$ cat config.mk
export PLATFORM = sky130hd
export DESIGN_NAME = seq_pattern_detector
export DESIGN_NICKNAME = d
export VERILOG_FILES = /design/src/rtl/seq_pattern_detector.sv
export SDC_FILE = /design/constraint.sdc
export NUM_CORES = 1
export LEC_CHECK = 0
export CAP_MARGIN = 20
export CORE_UTILIZATION = 48
export CTS_BUF_LIST = sky130_fd_sc_hd__clkbuf_4 sky130_fd_sc_hd__clkbuf_8
export DETAILED_ROUTE_END_ITERATION = 7
export GPL_TIMING_DRIVEN = 1
export PLACE_DENSITY = 0.85
export SETUP_SLACK_MARGIN = 0.05
export SYNTH_ARGS = -nofsm -noshare
export SYNTH_HDL_FRONTEND = slang
export SYNTH_SLANG_ARGS = --single-unit
export TNS_END_PERCENT = 30
$ cat constraint.sdc
create_clock -name clk -period 1.8 [get_ports clk]
set_input_delay 0.18 -clock clk [delete_from_list [all_inputs] [get_ports clk]]
set_output_delay 0.18 -clock clk [all_outputs]
set_load 0.01 [all_outputs]
$ cat src/rtl/seq_pattern_detector.sv
// -----------------------------------------------------------------------------
// seq_pattern_detector
//   Serial pattern detector. Watches a 1-bit stream qualified by en and emits a
//   one-cycle registered pulse on every occurrence of PATTERN (MSB received
//   first). Matches may overlap or consume their bits, selected by OVERLAP.
//   A saturating counter tallies matches for status readout.
//
//   Handshake: x_in is sampled only on rising edges where en=1. There is no
//   back-pressure; every en=1 edge consumes exactly one bit.
//
// Parameters
//   PAT_W    pattern length in bits (>= 2)
//   PATTERN  target sequence, MSB = first bit received
//   OVERLAP  1: matches may share bits, 0: bits of a match are consumed
//   CNT_W    match counter width (>= 1)
//
// Ports
//   clk        in   rising-edge clock
//   reset      in   asynchronous, active-low reset
//   en         in   x_in valid this cycle
//   x_in       in   serial data bit
//   clear      in   synchronous clear of match_cnt / cnt_sat
//   y_out      out  registered 1-cycle match pulse
//   match_cnt  out  saturating match count since reset/clear
//   cnt_sat    out  match_cnt is all-ones (sticky until clear/reset)
//   state_o    out  FSM state for debug (EMPTY=0 FILL=1 ARMED=2)
// -----------------------------------------------------------------------------
module seq_pattern_detector #(
    parameter int                PAT_W   = 4,
    parameter logic [PAT_W-1:0]  PATTERN = 4'b1011,
    parameter bit                OVERLAP = 1'b1,
    parameter int                CNT_W   = 8
) (
    input  logic             clk,
    input  logic             reset,
    input  logic             en,
    input  logic             x_in,
    input  logic             clear,
    output logic             y_out,
    output logic [CNT_W-1:0] match_cnt,
    output logic             cnt_sat,
    output logic [1:0]       state_o
);

    typedef enum logic [1:0] {
        EMPTY = 2'd0,
        FILL  = 2'd1,
        ARMED = 2'd2
    } state_t;

    localparam int              FW       = $clog2(PAT_W + 1);
    localparam logic [FW-1:0]   FILL_ARM = FW'(PAT_W - 1);
    localparam logic [FW-1:0]   FILL_MAX = FW'(PAT_W);
    localparam logic [CNT_W-1:0] CNT_ALL = {CNT_W{1'b1}};

    state_t           state;
    logic [PAT_W-1:0] sr;
    logic [FW-1:0]    fill;

    logic [PAT_W-1:0] next_sr;
    logic [FW-1:0]    fill_inc;
    logic             match;

    // The match is judged on the window including the bit being shifted in
    // this edge, so the pulse appears one cycle after the last pattern bit.
    assign next_sr  = {sr[PAT_W-2:0], x_in};
    assign fill_inc = (fill == FILL_MAX) ? fill : fill + 1'b1;
    assign match    = en && (state == ARMED) && (next_sr == PATTERN);
    assign state_o  = state;

    always_ff @(posedge clk or negedge reset) begin
        if (!reset) begin
            state     <= EMPTY;
            sr        <= '0;
            fill      <= '0;
            y_out     <= 1'b0;
            match_cnt <= '0;
            cnt_sat   <= 1'b0;
        end else begin
            y_out <= match;

            // Clear wins over a same-edge increment; the pulse is unaffected.
            if (clear) begin
                match_cnt <= '0;
                cnt_sat   <= 1'b0;
            end else if (match && (match_cnt != CNT_ALL)) begin
                match_cnt <= match_cnt + 1'b1;
                cnt_sat   <= ((match_cnt + 1'b1) == CNT_ALL);
            end

            case (state)
                EMPTY, FILL: begin
                    if (en) begin
                        sr   <= next_sr;
                        fill <= fill_inc;
                        // Armed once PAT_W-1 bits are held: the next bit
                        // completes a full window. Covers PAT_W=2 directly.
                        if (fill_inc == FILL_ARM) state <= ARMED;
                        else                      state <= FILL;
                    end
                end
                ARMED: begin
                    if (en) begin
                        sr <= next_sr;
                        if (!OVERLAP && match) begin
                            // Consume the match: a fresh PAT_W bits are needed.
                            state <= EMPTY;
                            fill  <= '0;
                        end else begin
                            fill <= fill_inc;
                        end
                    end
                end
                default: begin
                    // Unused encoding recovers to a clean empty window.
                    state <= EMPTY;
                    fill  <= '0;
                end
            endcase
        end
    end

endmodule

=== Yosys cells after proc, flatten, opt, wreduce, memory -nomap -nowiden ===
Index checks and enable logic that the tools add are counted.

* Add/sub/neg operators: 2
* Eq/ne operators: 9
* Mux-type cells: 10
* Bitwise logic cells: 1
* Reductions and logical operators: 9

{| class="wikitable"
|+ Operator list
! kind !! count
|-
| $mux W8 || 2
|-
| $mux W3 || 3
|-
| $add A8 B1 Y8 const B || 1
|-
| $eq A8 B8 Y1 const B || 1
|-
| $ne A8 B8 Y1 const B || 1
|-
| $eq A4 B4 Y1 const B || 1
|-
| $mux W2 || 2
|-
| $pmux W2 S2 || 1
|-
| $reduce_and A2 Y1 || 2
|-
| $add A3 B1 Y3 const B || 1
|-
| $eq A3 B2 Y1 const B || 1
|-
| $eq A3 B3 Y1 const B || 1
|-
| $logic_and A1 B1 Y1 || 3
|-
| $reduce_or A3 Y1 || 1
|-
| $eq A2 B1 Y1 const B || 1
|-
| $eq A2 B2 Y1 const B || 1
|-
| $logic_not A2 Y1 || 1
|-
| $mux W1 || 2
|-
| $ne A2 B1 Y1 const B || 1
|-
| $ne A2 B2 Y1 const B || 1
|-
| $reduce_bool A2 Y1 || 1
|-
| $reduce_or A2 Y1 || 1
|-
| $not A1 Y1 || 1
|}

* Bits in registers: 18
* Input port bits: 5
* Output and inout bits: 12
* Word-level logic and storage cells: 37

=== Depth between registers and ports, before layout ===
* Depth after elaboration: 6
* Gate-level depth with buffers: 6
* Gate-level depth less buffers: 6

=== Worst setup path before layout ===
Ideal clock, no wire load.

* Path kind: reg2reg
* Start point: reg match_cnt[0]
* End point: reg match_cnt[5]
* Setup time: 0.078 ns
* Arrival time: 1.773 ns
* Required time: 1.722 ns
* Setup slack: -0.051 ns
* Cell stages (with the launch flop): 7
* Buffers on the path: 1
* Clock period less this slack: 1.851 ns
* Cells stage by stage: dfrtp_1 ha_1 and3_4 and4_1 buf_2 or4_1 a21oi_1

* Longest elaborated chain between the ends: 3
* Elaborated cells on any way between the ends: 6
* Classes of those cells: add/sub: 1; eq/ne: 1; mux: 2; reduce/logical: 2

{| class="wikitable"
|+ RTL lines
! item !! RTL line !! source
|-
| from (decl) || 40 || <nowiki>output logic [CNT_W-1:0] match_cnt,</nowiki>
|-
| from (signal assigned) || 87 || <nowiki>match_cnt <= match_cnt + 1'b1;</nowiki>
|-
| $add A8 B1 Y8 / $ne A8 B8 Y1 (equally long branches) || 87, 86 ||
|-
| $mux W8 / $logic_and A1 B1 Y1 (equally long branches) || 86 || <nowiki>end else if (match && (match_cnt != CNT_ALL)) begin</nowiki>
|-
| $mux W8 / $reduce_bool A2 Y1 (equally long branches) || n/a ||
|}

Several ways; a longest one is shown, not always the timed one. The select of a mux whose other input is x is not followed.
A chain may end at the register's enable or synchronous reset.

=== Final worst setup path ===
* Start point: reg sr[1]
* End point: reg match_cnt[7]

* Longest elaborated chain between the ends: 4

{| class="wikitable"
|+ RTL lines
! item !! RTL line !! source
|-
| from (decl) || 57 || <nowiki>logic [PAT_W-1:0] sr;</nowiki>
|-
| from (signal assigned) || 94 || <nowiki>sr <= next_sr;</nowiki>
|-
| from (signal assigned) || 104 || <nowiki>sr <= next_sr;</nowiki>
|-
| $eq A4 B4 Y1 || 68 || <nowiki>assign match = en && (state == ARMED) && (next_sr == PATTERN);</nowiki>
|-
| $logic_and A1 B1 Y1 || 68 ||
|-
| $logic_and A1 B1 Y1 || 86 ||
|-
| $reduce_bool A2 Y1 (no source line) || n/a ||
|}

No other way between the ends.

==> flow_summary_export.csv <==
group,metric,value,unit
sta,fin_crit_sh,91.5,%
grt,grt_pass1_wl,3280,microns
finish,fillers,137,
clock_network,cts.root.buffer_cell,"clkbuf_4",
detailed_routing,dr.pass1.iters,5,
sta,whs,199,ps
finish,utilization,70.0,%
finish,multi_input_area,498,sq um
sta,fin_skew,5.58,ps
sta,slew_headroom,73.8,%
detailed_routing,wire_per_inst,14.8,microns
clock_network,clk_pin_slew,110,ps
die,core,1820,sq um
critical_path,rrSetupSlack,150,ps
yosys,synth_nets,101,
power,ir_worst_vdd,0.823,mV
die,fp.dieArea,2220,sq um
detailed_routing,drt-vias-per-instance,5.88,
min_path,hold_class,"primary input to asynchronous set/reset pin",
critical_path,crit_type,"register to register",
detailed_routing,drt_iter0_drc,21,
critical_path,end_kind,"register",
finish,mostFrequentLayoutCells,"dfrtp_1, clkdlybuf4s50_1, buf_4",
yosys,postSynthAreaPerCell,10.7,sq um
job,maxCapViolCount,0,
sta,setup_viol,0,
power,power_density,890,nW/um^2
critical_path,crit_path_max_fanout,7,
sta,slew_violations,0,
critical_path,ff2ff_path_depth,5,
die,ioPinCount,17,
finish,diodes,0,
power,leakage,0.541,nW
yosys,synth.area.top_cells,"dfrtp_1, ha_1, o311ai_0",
yosys,yosysSeqAreaShare,46.2,%
grt,grt_pass1_vias,741,
yosys,ys_ff_latch,18,
critical_path,required,1970,ps
critical_path,arrival,1820,ps
clock_network,cts_made_buffers,3,
die,die_w,47.1,microns
finish,nets,128,
placement,place_hpwl,1520,microns
sta,rsz0062_at_grt,"false",
clock_network,htreeDepth,1,
grt,overflow,0,
critical_path,crit_path_start_kind,"register",
die,rows,15,
detailed_routing,routed_wl,2100,microns
finish,synthToLayoutAreaGrowth,30.5,%
yosys,synth_top_area_share,46.2,%
yosys,synth_top_area_cell,"dfrtp_1",
placement,gp_congestion,0.882,
critical_path,rr_endpoint,"match_cnt[7]$_DFFE_PN0P_",
yosys,syn_area,976,sq um
sta,fin_crit,1650,ps
yosys,synth-edff-count,0,
die,fp.dieH,47.1,microns
sta,worst_pin_slew,389,ps
clock_network,cts_tree,"yes",
finish,final_common_cell,"dfrtp_1",
sta,fin_tns_setup,0,ps
finish,ff_latch_area,450,sq um
clock_network,cts_buffer_depth,2,
status,status,"finished, final reports clean",
finish,layout-drive-gt1-share,17.9,%
critical_path,r2r-start,"sr[1]$_DFFE_PN0P_",
detailed_routing,final_antenna_net_count,0,
yosys,ys_async_sr_fraction,100,%
placement,io_buffers,16,
grt,grt_max_degree,19,
yosys,synth_cells,91,
clock_network,worstSkewPairLatency,290,ps
detailed_routing,vias,835,
grt,track_usage,21.3,%
sta,max_freq,607,MHz
yosys,yosysWarnings,0,
yosys,yosysUniqueCellTypes,30,
yosys,synth-main-ff-cell,"dfrtp_1",
sta,hold_viol,0,
clock_network,cts_sinks,18,
die,start_util,53.6,%
clock_network,post_cts_buffers,0,
detailed_routing,drc,0,
grt,antenna_found_initial,0,
-- registers in the layout, indices dropped and copies added, names as in the netlist --
register   count
y_out          1
match_cnt      8
sr             3
fill           3
cnt_sat        1
state_o        2
-- repair_timing --
item | CTS | global route
resized for setup | 0 | 6
endpoints found under the setup margin | 0 | 5
hold buffers | 0 | 0
-- how the worst max path moves through the flow --
stage,slack (ps),start,to
2_1_floorplan,80,match_cnt[0]$_DFFE_PN0P_,match_cnt[5]$_DFFE_PN0P_
3_3_place_gp,130,en,sr[0]$_DFFE_PN0P_
3_5_place_dp,40,x_in,match_cnt[7]$_DFFE_PN0P_
4_1_cts,60,sr[1]$_DFFE_PN0P_,match_cnt[7]$_DFFE_PN0P_
5_1_grt,60,sr[1]$_DFFE_PN0P_,match_cnt[1]$_DFFE_PN0P_
6_report,150,sr[1]$_DFFE_PN0P_,match_cnt[7]$_DFFE_PN0P_
-- critical path, stage by stage, from the launching register on --
cell and delay (ps):
dfrtp_1 410, and4bb_1 340, nand4_4 160, buf_4 200, o311ai_1 300, o41ai_1 130
-- area by class of cell --
type                       instances  share of cell area (%)
tap                               25                    2.46
inverter                           6                    1.77
timing repair buffer              26                    18.5
multi-input combinational         63                    39.1
sequential                        18                    35.4
clock buffer                       4                    2.85
-- synth_stat cells (3+ instances only) --
cell type  count
a21oi_1        6
buf_2          3
dfrtp_1       18
ha_1           5
inv_1          6
mux2_2         3
nand2_1        5
nand3_1        5
nand4_1        3
o311ai_0       5
o41ai_1        5
-- stage by stage --
step	instance area (sq um)	instances	setup slack, ps	total power [mW]
2_1_floorplan	985	91	80.4	0.756
3_3_place_gp	1230	138	132	0.866
3_5_place_dp	1230	138	42.1	0.889
4_1_cts	1260	142	61.1	1.14
5_1_grt	1270	142	58.7	1.21
6_report	1270	142	152	1.13
-- cells by family (layout without fill, tap and decap cells) --
| group | Yosys count | count (layout) | synth area share (%) |
|---|---|---|---|
| buffers and inverters | 10 | 36 | 4.23 |
| AOI/OAI and AO/OA | 25 | 25 | 18.8 |
| and+or+nand+nor | 24 | 24 | 15.3 |
| DFF | 18 | 18 | 46.2 |
| xor gates and xnor gates | 4 | 4 | 3.59 |
| muxes | 5 | 5 | 5.51 |
| adders and majority gates | 5 | 5 | 6.41 |
-- metal layers --
metal  share of wire [%]  GRT usage [%]  vias up
met3                 2.8           3.46        2
met2                  48           33.1       22
met4                0.62           9.71        0
met5                   0              0        -
li1                    -              -      404
met1                  48           29.2      407
-- where the power goes --
group	total [mW]	switching [mW]	internal, mW	leakage, nW
Combinational	0.343	0.169	0.174	0.286
Clock	0.251	0.128	0.123	0.0210
Sequential	0.540	0.0578	0.482	0.234
Total	1.13	0.355	0.779	0.541
Note: power is estimated with default switching activity, not from simulation.
